[config.mk]
export PLATFORM = sky130hd
export DESIGN_NAME = bin_to_bcd_seq_flat
export DESIGN_NICKNAME = d
export VERILOG_FILES = /design/src/rtl/bin_to_bcd_seq_pkg.sv /design/src/rtl/bin_to_bcd_seq_if.sv /design/src/rtl/bcd_dabble_cell.sv /design/src/rtl/bin_to_bcd_seq.sv /design/src/flat_wrapper.sv
export SDC_FILE = /design/constraint.sdc
export NUM_CORES = 1
export LEC_CHECK = 0
export CAP_MARGIN = 15
export CORE_MARGIN = 5
export CORE_UTILIZATION = 27
export DETAILED_ROUTE_END_ITERATION = 10
export PLACE_DENSITY = 0.53
export SLEW_MARGIN = 0
export SYNTH_ARGS = -nofsm -noshare
export SYNTH_HDL_FRONTEND = slang
export SYNTH_SLANG_ARGS = --single-unit
[constraint.sdc]
create_clock -name clk -period 2.86 [get_ports clk]
set_clock_uncertainty 0.15 [all_clocks]
set_input_delay 0.286 -clock clk [delete_from_list [all_inputs] [get_ports clk]]
set_output_delay 0.286 -clock clk [all_outputs]
set_load 0.01 [all_outputs]
[src/rtl/bin_to_bcd_seq_pkg.sv]
// Shared types and constants for the sequential binary-to-BCD converter.
package bin_to_bcd_seq_pkg;

    typedef enum logic [1:0] {
        ST_IDLE  = 2'd0,
        ST_SHIFT = 2'd1,
        ST_DONE  = 2'd2
    } state_e;

    // Shown on every digit when the input cannot be represented.
    localparam logic [3:0] BCD_OVF_NIBBLE = 4'hE;

    // Largest value representable in the given number of decimal digits.
    function automatic int unsigned max_val(input int unsigned digits);
        int unsigned v;
        v = 1;
        for (int unsigned i = 0; i < digits; i++) begin
            v = v * 10;
        end
        return v - 1;
    endfunction

endpackage

[src/rtl/bin_to_bcd_seq_if.sv]
// Start/busy/done handshake plus data for the BCD converter.
interface bin_to_bcd_seq_if #(
    parameter int BIN_W  = 14,
    parameter int DIGITS = 4
);
    logic                  start;
    logic [BIN_W-1:0]      bin_in;
    logic                  busy;
    logic                  done;
    logic                  overflow;
    logic [4*DIGITS-1:0]   bcd_out;

    modport master (output start, bin_in, input busy, done, overflow, bcd_out);
    modport slave  (input start, bin_in, output busy, done, overflow, bcd_out);
endinterface

[src/rtl/bcd_dabble_cell.sv]
// One double-dabble correction: a BCD nibble of 5 or more gets +3 before the shift.
module bcd_dabble_cell (
    input  logic [3:0] d_in,
    output logic [3:0] d_out
);
    // Pre-shift correction so the doubled nibble carries into the next digit.
    always_comb begin
        d_out = (d_in >= 4'd5) ? d_in + 4'd3 : d_in;
    end
endmodule

[src/rtl/bin_to_bcd_seq.sv]
// Sequential double-dabble converter: one shift per cycle, BIN_W shifts per value.
module bin_to_bcd_seq
    import bin_to_bcd_seq_pkg::*;
#(
    parameter int BIN_W  = 14,
    parameter int DIGITS = 4
) (
    input  logic              clk,
    input  logic              rst,
    bin_to_bcd_seq_if.slave   bus
);
    localparam int          SW      = 4 * DIGITS + 4;  // one spare nibble absorbs the top carry
    localparam int          CW      = $clog2(BIN_W + 1);
    localparam int unsigned MAX_VAL = max_val(DIGITS);

    state_e              state_q, state_d;
    logic [CW-1:0]       cnt_q, cnt_d;
    logic [BIN_W-1:0]    sh_q, sh_d;
    logic [SW-1:0]       scr_q, scr_d;
    logic                ovf_pend_q, ovf_pend_d;
    logic                busy_q, busy_d;
    logic                done_q, done_d;
    logic                overflow_q, overflow_d;
    logic [4*DIGITS-1:0] bcd_q, bcd_d;

    logic [SW-1:0]       scr_adj;
    logic [SW-1:0]       scr_nxt;

    // Correct every scratch nibble in parallel ahead of the shift.
    for (genvar g = 0; g < DIGITS + 1; g++) begin : g_cell
        bcd_dabble_cell u_cell (
            .d_in  (scr_q[4*g +: 4]),
            .d_out (scr_adj[4*g +: 4])
        );
    end

    assign scr_nxt = {scr_adj[SW-2:0], sh_q[BIN_W-1]};

    // Next-state and output logic; results load on the last shift so they are valid with done.
    always_comb begin
        state_d    = state_q;
        cnt_d      = cnt_q;
        sh_d       = sh_q;
        scr_d      = scr_q;
        ovf_pend_d = ovf_pend_q;
        busy_d     = busy_q;
        done_d     = 1'b0;
        overflow_d = overflow_q;
        bcd_d      = bcd_q;
        case (state_q)
            ST_IDLE: begin
                busy_d = 1'b0;
                if (bus.start) begin
                    sh_d       = bus.bin_in;
                    scr_d      = '0;
                    cnt_d      = '0;
                    ovf_pend_d = 32'(bus.bin_in) > MAX_VAL;
                    busy_d     = 1'b1;
                    state_d    = ST_SHIFT;
                end
            end
            ST_SHIFT: begin
                scr_d = scr_nxt;
                sh_d  = {sh_q[BIN_W-2:0], 1'b0};
                cnt_d = cnt_q + CW'(1);
                if (cnt_q == CW'(BIN_W - 1)) begin
                    state_d    = ST_DONE;
                    busy_d     = 1'b0;
                    done_d     = 1'b1;
                    overflow_d = ovf_pend_q;
                    bcd_d      = ovf_pend_q ? {DIGITS{BCD_OVF_NIBBLE}}
                                            : scr_nxt[4*DIGITS-1:0];
                end
            end
            ST_DONE: begin
                state_d = ST_IDLE;
            end
            default: begin
                state_d = ST_IDLE;
                busy_d  = 1'b0;
            end
        endcase
    end

    // State and output registers; reset aborts any conversion in flight.
    always_ff @(posedge clk or posedge rst) begin
        if (rst) begin
            state_q    <= ST_IDLE;
            cnt_q      <= '0;
            sh_q       <= '0;
            scr_q      <= '0;
            ovf_pend_q <= 1'b0;
            busy_q     <= 1'b0;
            done_q     <= 1'b0;
            overflow_q <= 1'b0;
            bcd_q      <= '0;
        end else begin
            state_q    <= state_d;
            cnt_q      <= cnt_d;
            sh_q       <= sh_d;
            scr_q      <= scr_d;
            ovf_pend_q <= ovf_pend_d;
            busy_q     <= busy_d;
            done_q     <= done_d;
            overflow_q <= overflow_d;
            bcd_q      <= bcd_d;
        end
    end

    assign bus.busy     = busy_q;
    assign bus.done     = done_q;
    assign bus.overflow = overflow_q;
    assign bus.bcd_out  = bcd_q;

endmodule

[src/flat_wrapper.sv]
// flat-port wrapper written by rule: the top's interface ports become plain ports
module bin_to_bcd_seq_flat import bin_to_bcd_seq_pkg::*;
#(
    parameter int BIN_W  = 14,
    parameter int DIGITS = 4
)
  (clk, rst, bus_start, bus_bin_in, bus_busy, bus_done, bus_overflow, bus_bcd_out);
  bin_to_bcd_seq_if #(.BIN_W(BIN_W), .DIGITS(DIGITS)) bus_i ();
  input  logic clk;
  input  logic rst;
  input wire logic [$bits(bus_i.start)-1:0] bus_start;
  input wire logic [$bits(bus_i.bin_in)-1:0] bus_bin_in;
  output wire logic [$bits(bus_i.busy)-1:0] bus_busy;
  output wire logic [$bits(bus_i.done)-1:0] bus_done;
  output wire logic [$bits(bus_i.overflow)-1:0] bus_overflow;
  output wire logic [$bits(bus_i.bcd_out)-1:0] bus_bcd_out;
  assign bus_i.start = bus_start;
  assign bus_i.bin_in = bus_bin_in;
  assign bus_busy = bus_i.busy;
  assign bus_done = bus_i.done;
  assign bus_overflow = bus_i.overflow;
  assign bus_bcd_out = bus_i.bcd_out;
  bin_to_bcd_seq #(.BIN_W(BIN_W), .DIGITS(DIGITS)) u_core (.clk(clk), .rst(rst), .bus(bus_i));
endmodule
Word level (Yosys, flattened, before mapping)
Index checks and enable logic that the tools add are counted.
{"block": "classes", "n_addsub": 6, "magnitude_cmp": 6, "eq_ne": 5, "mux": 20, "bitwise_logic": 1, "n_reduce_logical": 7}
{"operator": "$pmux W20 S2", "count": 1}
{"operator": "$pmux W14 S2", "count": 1}
{"operator": "$ge A4 B3 Y1 const B", "count": 5}
{"operator": "$mux W20", "count": 1}
{"operator": "$mux W4", "count": 5}
{"operator": "$add A4 B2 Y4 const B", "count": 4}
{"operator": "$mux W16", "count": 1}
{"operator": "$gt A14 B14 Y1 const B", "count": 1}
{"operator": "$mux W14", "count": 1}
{"operator": "$reduce_and A2 Y1", "count": 5}
{"operator": "$pmux W4 S2", "count": 1}
{"operator": "$add A4 B1 Y4 const B", "count": 1}
{"operator": "$eq A4 B4 Y1 const B", "count": 1}
{"operator": "$mux W1", "count": 4}
{"operator": "$mux W2", "count": 2}
{"operator": "$pmux W2 S2", "count": 1}
{"operator": "$add A3 B2 Y3 const B", "count": 1}
{"operator": "$mux W3", "count": 1}
{"operator": "$pmux W1 S3", "count": 1}
{"operator": "$eq A2 B1 Y1 const B", "count": 1}
{"operator": "$eq A2 B2 Y1 const B", "count": 1}
{"operator": "$logic_not A2 Y1", "count": 1}
{"operator": "$ne A2 B1 Y1 const B", "count": 1}
{"operator": "$ne A2 B2 Y1 const B", "count": 1}
{"operator": "2 further kinds", "count": 2}
{"block": "totals", "register_bits": 60, "output_inout_bits": 19}

Depth between registers and ports, before layout
Gate-level depths: netlist (run 1).
{"block": "logic_depth", "depth_word": 3, "ltp_mapped": 8}

Hierarchy
Synthesis (run 1) repeated with hierarchy kept, for this count alone.
{"block": "hier_totals", "hier_cells": 311, "area_unflattened_um2": 2763.9}
{"mod": "bin_to_bcd_seq", "instances": 1, "cells_per_inst": 247, "area_each_um2": 2358.5, "seq_area_each_um2": 1401.3}
{"mod": "bcd_dabble_cell", "instances": 4, "cells_per_inst": 16, "area_each_um2": 101.3, "seq_area_each_um2": 0.0}

Least setup slack after synthesis (run 1)
Ideal clock, no wire load.
{"block": "synth_timing", "kind": "register to register", "start": "reg u_core.scr_q[0]", "end": "reg u_core.scr_q[2]", "setup_ps": 83, "arrival_ps": 1469, "required_ps": 2627, "path_slack_ps": 1158, "stages_incl_launch_ff": 7, "path_buffers": 0, "period_less_slack_ps": 1702, "cell_sequence": "dfrtp_1 > inv_1 > ha_1 > nand2b_1 > a21oi_1 > mux2_2 > o21ai_0"}
{"block": "synth_between", "elab_chain_len": 3, "elab_cells_between_ends": 4}
{"item": "start: declaration", "line_no": "bin_to_bcd_seq.sv:19", "text": "logic [SW-1:0] scr_q, scr_d;"}
{"item": "start signal: assignment", "line_no": "bin_to_bcd_seq.sv:101", "text": "scr_q <= scr_d;"}
{"item": "$add A4 B2 Y4 / $ge A4 B3 Y1 (equally long branches)", "line_no": "bcd_dabble_cell.sv:8", "text": "d_out = (d_in >= 4'd5) ? d_in + 4'd3 : d_in;"}
{"item": "$mux W4 *", "line_no": "bcd_dabble_cell.sv:8"}
{"item": "$pmux W20 S2 *", "line_no": "bin_to_bcd_seq.sv:50", "text": "case (state_q)"}
Mark *: on every way between the ends. The rest lies on a longest branch, timed or not.
A chain may end at the register's enable or synchronous reset.

Final worst setup path (run 1)
{"block": "layout_timing", "start": "reg u_core.state_q[0]", "end": "reg u_core.scr_q[3]"}
{"block": "layout_between", "elab_chain_len": 3, "elab_cells_between_ends": 6}
{"item": "start: declaration", "line_no": "bin_to_bcd_seq.sv:16", "text": "state_e state_q, state_d;"}
{"item": "start signal: assignment", "line_no": "bin_to_bcd_seq.sv:98", "text": "state_q <= state_d;"}
{"item": "$eq A2 B1 Y1 / $logic_not A2 Y1 (equally long branches)", "line_no": "bin_to_bcd_seq.sv:50"}
{"item": "$reduce_bool A2 Y1 (no source line) / $ne A2 B2 Y1 (equally long branches)"}
{"item": "$reduce_and A2 Y1 (no source line)"}
Parallel ways exist; a longest one is shown, timed or not.

==> results of run 1 <==
[Yosys cell counts (5+ instances only)]
cell,n
dfrtp_1,56
nand2_1,33
nor2_1,29
o21ai_0,21
nand3_1,17
a21oi_1,16
inv_1,12
ha_1,10
a22oi_1,7
nor3b_1,7
o22ai_1,7
buf_2,6
nand2b_1,5
[worst max-delay path: cells and delay by family, from the launching register on]
| kind | cells | cell delay [ns] |
|---|---|---|
| AOI/OAI and AO/OA | 2 | 0.29 |
| DFF | 1 | 0.47 |
| and+or+nand+nor | 2 | 0.96 |
[sequential cells by signal (all words and copies together) (netlist names)]
| signal | cells |
|---|---|
| u_core.bus.bcd_out | 16 |
| u_core.bus.busy | 1 |
| u_core.bus.done | 1 |
| u_core.bus.overflow | 1 |
| u_core.cnt_q | 4 |
| u_core.ovf_pend_q | 1 |
| u_core.scr_q | 16 |
| u_core.sh_q | 14 |
| u_core.state_q | 2 |
[where the power goes]
| group | internal [mW] | switching [mW] | total (mW) | leakage [nW] |
|---|---|---|---|---|
| Combinational | 0.777 | 0.861 | 1.64 | 0.632 |
| Clock | 0.438 | 0.259 | 0.697 | 0.0784 |
| Sequential | 1.16 | 0.298 | 1.46 | 0.687 |
| Total | 2.38 | 1.42 | 3.80 | 1.40 |
[cells by family after synthesis]
kind of cell	after synthesis	synth area share [%]
mux	4	1.70
buf+inv	25	4.82
fa+ha+maj	10	4.72
flops	56	52.9
simple gates	102	18.5
compound gates	66	16.1
xor+xnor	4	1.32
[layout make-up]
cell class | count | area [um2] | area share (%)
clock buffer | 5 | 68.8 | 2.10
clock inverter | 3 | 90.1 | 2.75
inverter | 12 | 45.0 | 1.37
multi-input combinational | 186 | 1120 | 34.1
sequential | 56 | 1400 | 42.7
tap | 133 | 166 | 5.07
timing repair buffer | 40 | 388 | 11.8
[metal layers]
layer  vias up  global-route usage, %
met5         -                      0
met4         0                   2.43
met3         2                   2.25
met2        35                   16.7
met1       948                   15.4
li1        998                      -
[metrics by stage]
step | std cells | utilization (%) | total power, mW | cell area, um2
after floorplan | 267 | - | 2.57 | 2650
after global placement | 427 | 32.2 | 3.11 | 3120
after detailed placement | 427 | 32.2 | 3.15 | 3120
after CTS | 435 | 33.9 | 3.86 | 3280
after global routing | 435 | 33.9 | 4.14 | 3280
final | 435 | 33.9 | 3.80 | 3280
[layout by cell type, fill, tap and decap left out, types with 4 or more instances in the layout]
cell type / count
a32o_1: 4
buf_4: 5
nor2_1: 29
dfrtp_1: 56
o21ai_0: 21
nand2_1: 33
nand2b_1: 5
ha_1: 10
inv_1: 11
o31ai_1: 4
clkdlybuf4s50_1: 35
o22ai_1: 7
a21oi_1: 16
clkbuf_8: 5
a22oi_1: 7
nand3_1: 17
nor3b_1: 7
mux2_2: 4
xnor2_1: 4
[worst max-delay path by stage]
stage,startpoint,to,slack [ns],cells after the start
2_1_floorplan,rst,u_core.bus.bcd_out[0],1.05,1
3_3_place_gp,bus_start,u_core.scr_q[7],0.59,5
3_5_place_dp,bus_start,u_core.scr_q[3],0.57,5
4_1_cts,u_core.state_q[1],u_core.scr_q[3],0.87,4
5_1_grt,u_core.cnt_q[0],u_core.bus.bcd_out[1],0.77,6
6_report,u_core.state_q[0],u_core.scr_q[3],0.88,4
==> flow_metrics.env, run 1 <==
export IMPL_start_kind="flip-flop"
export IMPL_met2_length_um=2740
export IMPL_cellLeakagePower_nw=1.40
export IMPL_insertion_delay_ns=0.30
export IMPL_synth_edf_count=0
export IMPL_wl_met1_um=2830
export IMPL_place_congestion=0.730
export IMPL_routedWlPerCell_um=13.5
export IMPL_critPathCaptureType="flip-flop"
export IMPL_max_stage_delay_ns=0.76
export IMPL_num_fill_cells=1009
export IMPL_drt_iter0_markers=82
export IMPL_r2r_start="u_core.state_q[0]"
export IMPL_grt_pass1_vias=2030
export IMPL_grt_max_degree=57
export IMPL_totalWireLength_um=5870
export IMPL_ir_drop_v=0.000360
export IMPL_first_pass_iters=4
export IMPL_rsz0062_at_grt="no"
export IMPL_ant_nets=0
export IMPL_synth_cell_type_count=35
export IMPL_timing_final_crit_share_pct=69.4
export IMPL_cts_setup_buffers=0
export IMPL_status="complete, no violations"
export IMPL_final_hold_viol_count=0
export IMPL_syn_to_final_growth_pct=23.8
export IMPL_cts_tree="built"
export IMPL_required_ns=2.91
export IMPL_die_h_um=109
export IMPL_cts_clk_slew_worst_paths_ns=0.10
export IMPL_min_to="u_core.bus.overflow"
export IMPL_syn_instance_count=267
export IMPL_synth_seq_cells=56
export IMPL_drc=0
export IMPL_pwr_density_cell_nw_per_um2=1160
export IMPL_seq_area_frac_synth_pct=52.9
export IMPL_clockBufferDepth=2
export IMPL_diodes=0
export IMPL_grt_pass1_wl_um=10200
export IMPL_via_per_inst=4.56
export IMPL_gr_usage_all_layers_pct=10.8
export IMPL_cts_max_level=2
export IMPL_core_area_um2=9680
export IMPL_fin_crit_ns=1.98
export IMPL_avgSynthCellArea_um2=9.92
export IMPL_wl_met3_um=260
export IMPL_syn_nets=294
export IMPL_cpMaxStageDelayCell="or3b_2"
export IMPL_ys_async_sr_fraction_pct=100
export IMPL_holdWs_ns=0.330
export IMPL_drv_cap=0
export IMPL_worstPathCellList="or3b_2 -> nand2_8 -> o31ai_1 -> a32o_1"
export IMPL_antenna_found_initial=0
export IMPL_worstHoldStart="u_core.bus.overflow"
export IMPL_grt_remaining_overflow=0
export IMPL_cts_root_buf="clkbuf_8"
export IMPL_vias=1983
export IMPL_yosys_warnings=0
export IMPL_start_util_pct=27.4
export IMPL_fp_row_count=36
export IMPL_dp_slack_ns=0.574
export IMPL_dp_hpwl_um=4160
export IMPL_cts_resized=0
export IMPL_synth_area_leader_cell="dfrtp_1"
export IMPL_top_layer="met4"
export IMPL_final_layout_size_suffix_gt1_share_pct=8.28
export IMPL_max_clock_freq_mhz=504
export IMPL_cp_max_fo=24
export IMPL_final_net_count=328
export IMPL_ys_top_cells_by_area="dfrtp_1, ha_1, nand2_1"
export IMPL_cts_sinks=56
export IMPL_holdPathStages=2
export IMPL_worst_ep_arrival_time_ns=2.03
export IMPL_max_slew_margin_rel_pct=52.8
export IMPL_ff2ff_path_depth=4
export IMPL_synth_top_cell_area_share_pct=52.9
export IMPL_worstReg2RegEnd="u_core.scr_q[3]"
export IMPL_worstMarginPinSlew_ns=0.709
export IMPL_crit_type="flip-flop to flip-flop"
export IMPL_syn_area_um2=2650
export IMPL_cts_buffers=5
export IMPL_die_x_um=109
export IMPL_rrSetupSlack_ns=0.88
export IMPL_setup_violations=0
export IMPL_drv_slew=0
export IMPL_setup_ws_ns=0.876
export IMPL_port_buffer_count=35
export IMPL_io_pins=36
export IMPL_die_area_um2=11900
export IMPL_hold_class="flip-flop to flip-flop"
export IMPL_synth_ff_type="dfrtp_1"
export IMPL_setup_tns_ns=0
export IMPL_cts_hold_buf=0
(Power assumes the default switching activity.)
==> run 2: changes to the inputs <==
==> constraint.sdc (replaced) <==
create_clock -name clk -period 1.9 [get_ports clk]
set_clock_uncertainty 0.15 [all_clocks]
set_input_delay 0.19 -clock clk [delete_from_list [all_inputs] [get_ports clk]]
set_output_delay 0.19 -clock clk [all_outputs]
set_load 0.01 [all_outputs]
==> run 2 against run 1 <==
Compared with the run above: cell count up 3.9%; critical endpoint is now u_core.scr_q[14]; largest power group unchanged; non-clock buffer count increased by 17; wire length grew 5.3%; total power increased by 52%; register-to-register slack lost 0.71 ns.
==> flow_metrics.env, run 2 (same netlist as run 1, synthesis figures left out) <==
export IMPL_syn_to_final_growth_pct=29.9
export IMPL_via_per_inst=4.67
export IMPL_cts_buffers=5
export IMPL_required_ns=1.99
export IMPL_dp_slack_ns=-0.0229
export IMPL_cp_max_fo=4
export IMPL_drv_cap=0
export IMPL_rrSetupSlack_ns=0.17
export IMPL_die_area_um2=11900
export IMPL_totalWireLength_um=6180
export IMPL_die_h_um=109
export IMPL_grt_pass1_wl_um=10500
export IMPL_worst_ep_arrival_time_ns=1.83
export IMPL_cts_setup_buffers=0
export IMPL_clockBufferDepth=2
export IMPL_final_cell_mix="dfrtp_1, clkdlybuf4s50_1, nand2_1"
export IMPL_cts_clk_slew_worst_paths_ns=0.11
export IMPL_diodes=0
export IMPL_cts_max_level=2
export IMPL_pwr_density_cell_nw_per_um2=1680
export IMPL_core_area_um2=9680
export IMPL_dp_hpwl_um=4430
export IMPL_status="complete, no violations"
export IMPL_rsz0062_at_grt="no"
export IMPL_cts_tree="built"
export IMPL_grt_max_degree=57
export IMPL_max_slew_margin_rel_pct=67.9
export IMPL_setup_ws_ns=0.168
export IMPL_hold_class="input pin to async pin"
export IMPL_drv_slew=0
export IMPL_holdWs_ns=0.0944
export IMPL_cts_root_buf="clkbuf_8"
export IMPL_routedWlPerCell_um=13.7
export IMPL_drt_iter0_markers=50
export IMPL_final_layout_size_suffix_gt1_share_pct=14.7
export IMPL_gr_usage_all_layers_pct=11.2
export IMPL_cts_sinks=56
export IMPL_first_pass_iters=6
export IMPL_drc=0
export IMPL_antenna_found_initial=0
export IMPL_start_kind="flip-flop"
export IMPL_cellLeakagePower_nw=1.48
export IMPL_fin_crit_ns=1.73
export IMPL_worstMarginPinSlew_ns=0.481
export IMPL_final_net_count=345
export IMPL_place_congestion=0.769
export IMPL_cpMaxStageDelayCell="dfrtp_1"
export IMPL_ir_drop_v=0.000604
export IMPL_port_buffer_count=35
export IMPL_final_common_cell="dfrtp_1"
export IMPL_timing_final_crit_share_pct=91.1
export IMPL_grt_pass1_vias=2063
export IMPL_power_mw=5.79
export IMPL_insertion_delay_ns=0.32
export IMPL_num_fill_cells=1001
export IMPL_worstPathCellList="inv_1 -> ha_1 -> nand2b_1 -> a21oi_2 -> mux2_2 -> o21ai_0"
export IMPL_fp_row_count=36
export IMPL_max_clock_freq_mhz=578
export IMPL_setup_violations=0
export IMPL_critPathCaptureType="flip-flop"
export IMPL_max_stage_delay_ns=0.42
export IMPL_die_x_um=109
export IMPL_final_hold_viol_count=0
export IMPL_vias=2110
export IMPL_ant_nets=0
export IMPL_io_pins=36
export IMPL_crit_type="flip-flop to flip-flop"
export IMPL_start_util_pct=27.4
export IMPL_setup_tns_ns=0
export IMPL_grt_remaining_overflow=0
-- run 2: changes by cell type in the layout (fill, tap and decap cells not counted), sizes merged --
cell    previous run  this run
bufinv             3         1
clkinv             0         1
clkbuf             5         6
buf                5        22
-- run 2: path summary, 6_finish.rpt --
check,from,endpoint,depth (start not counted)
worst min register to register,u_core.bus.bcd_out[0],u_core.bus.bcd_out[0],2
worst max-delay path,u_core.scr_q[12],u_core.scr_q[14],6
min in group clk,bus_bin_in[0],u_core.sh_q[0],3
max in group asynchronous,rst,u_core.scr_q[3],3
worst min-delay path,rst,u_core.bus.bcd_out[15],3
worst max register to register,u_core.scr_q[12],u_core.scr_q[14],6
-- run 2: worst max-delay path: cells and delay by family, from the launching register on --
family	cells	cell delay [ns]
DFF	1	0.42
muxes	1	0.36
AOI/OAI and AO/OA	2	0.33
adders and majority gates	1	0.22
buffers and inverters	1	0.10
and+or+nand+nor	1	0.09
-- run 2: final cells by class --
type,count,area [um2],area share [%]
Clock buffer,6,82.6,2.40
Multi-Input combinational cell,186,1160,33.8
Tap cell,133,166,4.84
Inverter,12,45.0,1.31
Timing Repair Buffer,57,544,15.8
Clock inverter,2,38.8,1.13
Sequential cell,56,1400,40.7
-- run 2: power by group --
group          leakage, nW  switching, mW  internal (mW)  total, mW
clock               0.0614          0.412          0.432      0.844
combinational        0.730           1.43           1.35       2.78
sequential           0.687          0.412           1.75       2.16
total                 1.48           2.25           3.54       5.79
-- run 2: per-stage QoR --
step / util, % / instances / cell area, um2
2_1_floorplan: - / 267 / 2650
3_3_place_gp: 33.8 / 444 / 3270
3_5_place_dp: 33.8 / 444 / 3270
4_1_cts: 35.1 / 452 / 3390
5_1_grt: 35.5 / 452 / 3440
6_report: 35.5 / 452 / 3440
-- run 2: per-layer routing --
metal | routed length (um) | vias to the layer above | track usage, % | share of wire, %
li1 | - | 1034 | - | -
met1 | 2870 | 1032 | 15.4 | 46
met2 | 2980 | 37 | 17.6 | 48
met3 | 262 | 7 | 2.37 | 4.2
met4 | 63 | 0 | 3.61 | 1.0
met5 | 0 | - | 0 | 0
-- run 2: what timing repair did --
| action | in CTS | in global routing |
|---|---|---|
| gates resized for setup | 0 | 8 |
| endpoints found under the setup margin | 0 | 7 |
| hold buffers | 0 | 0 |
==> run 3: changes to the inputs <==
--- a/config.mk
+++ b/config.mk
@@ -8,9 +8,10 @@
 export CAP_MARGIN = 15
 export CORE_MARGIN = 5
 export CORE_UTILIZATION = 27
+export CTS_BUF_LIST = sky130_fd_sc_hd__clkbuf_4 sky130_fd_sc_hd__clkbuf_8
 export DETAILED_ROUTE_END_ITERATION = 10
 export PLACE_DENSITY = 0.53
-export SLEW_MARGIN = 0
+export SLEW_MARGIN = 20
 export SYNTH_ARGS = -nofsm -noshare
 export SYNTH_HDL_FRONTEND = slang
 export SYNTH_SLANG_ARGS = --single-unit
==> results of run 3 <==
Final layout, timing and power as in run 2 (identical DEF).
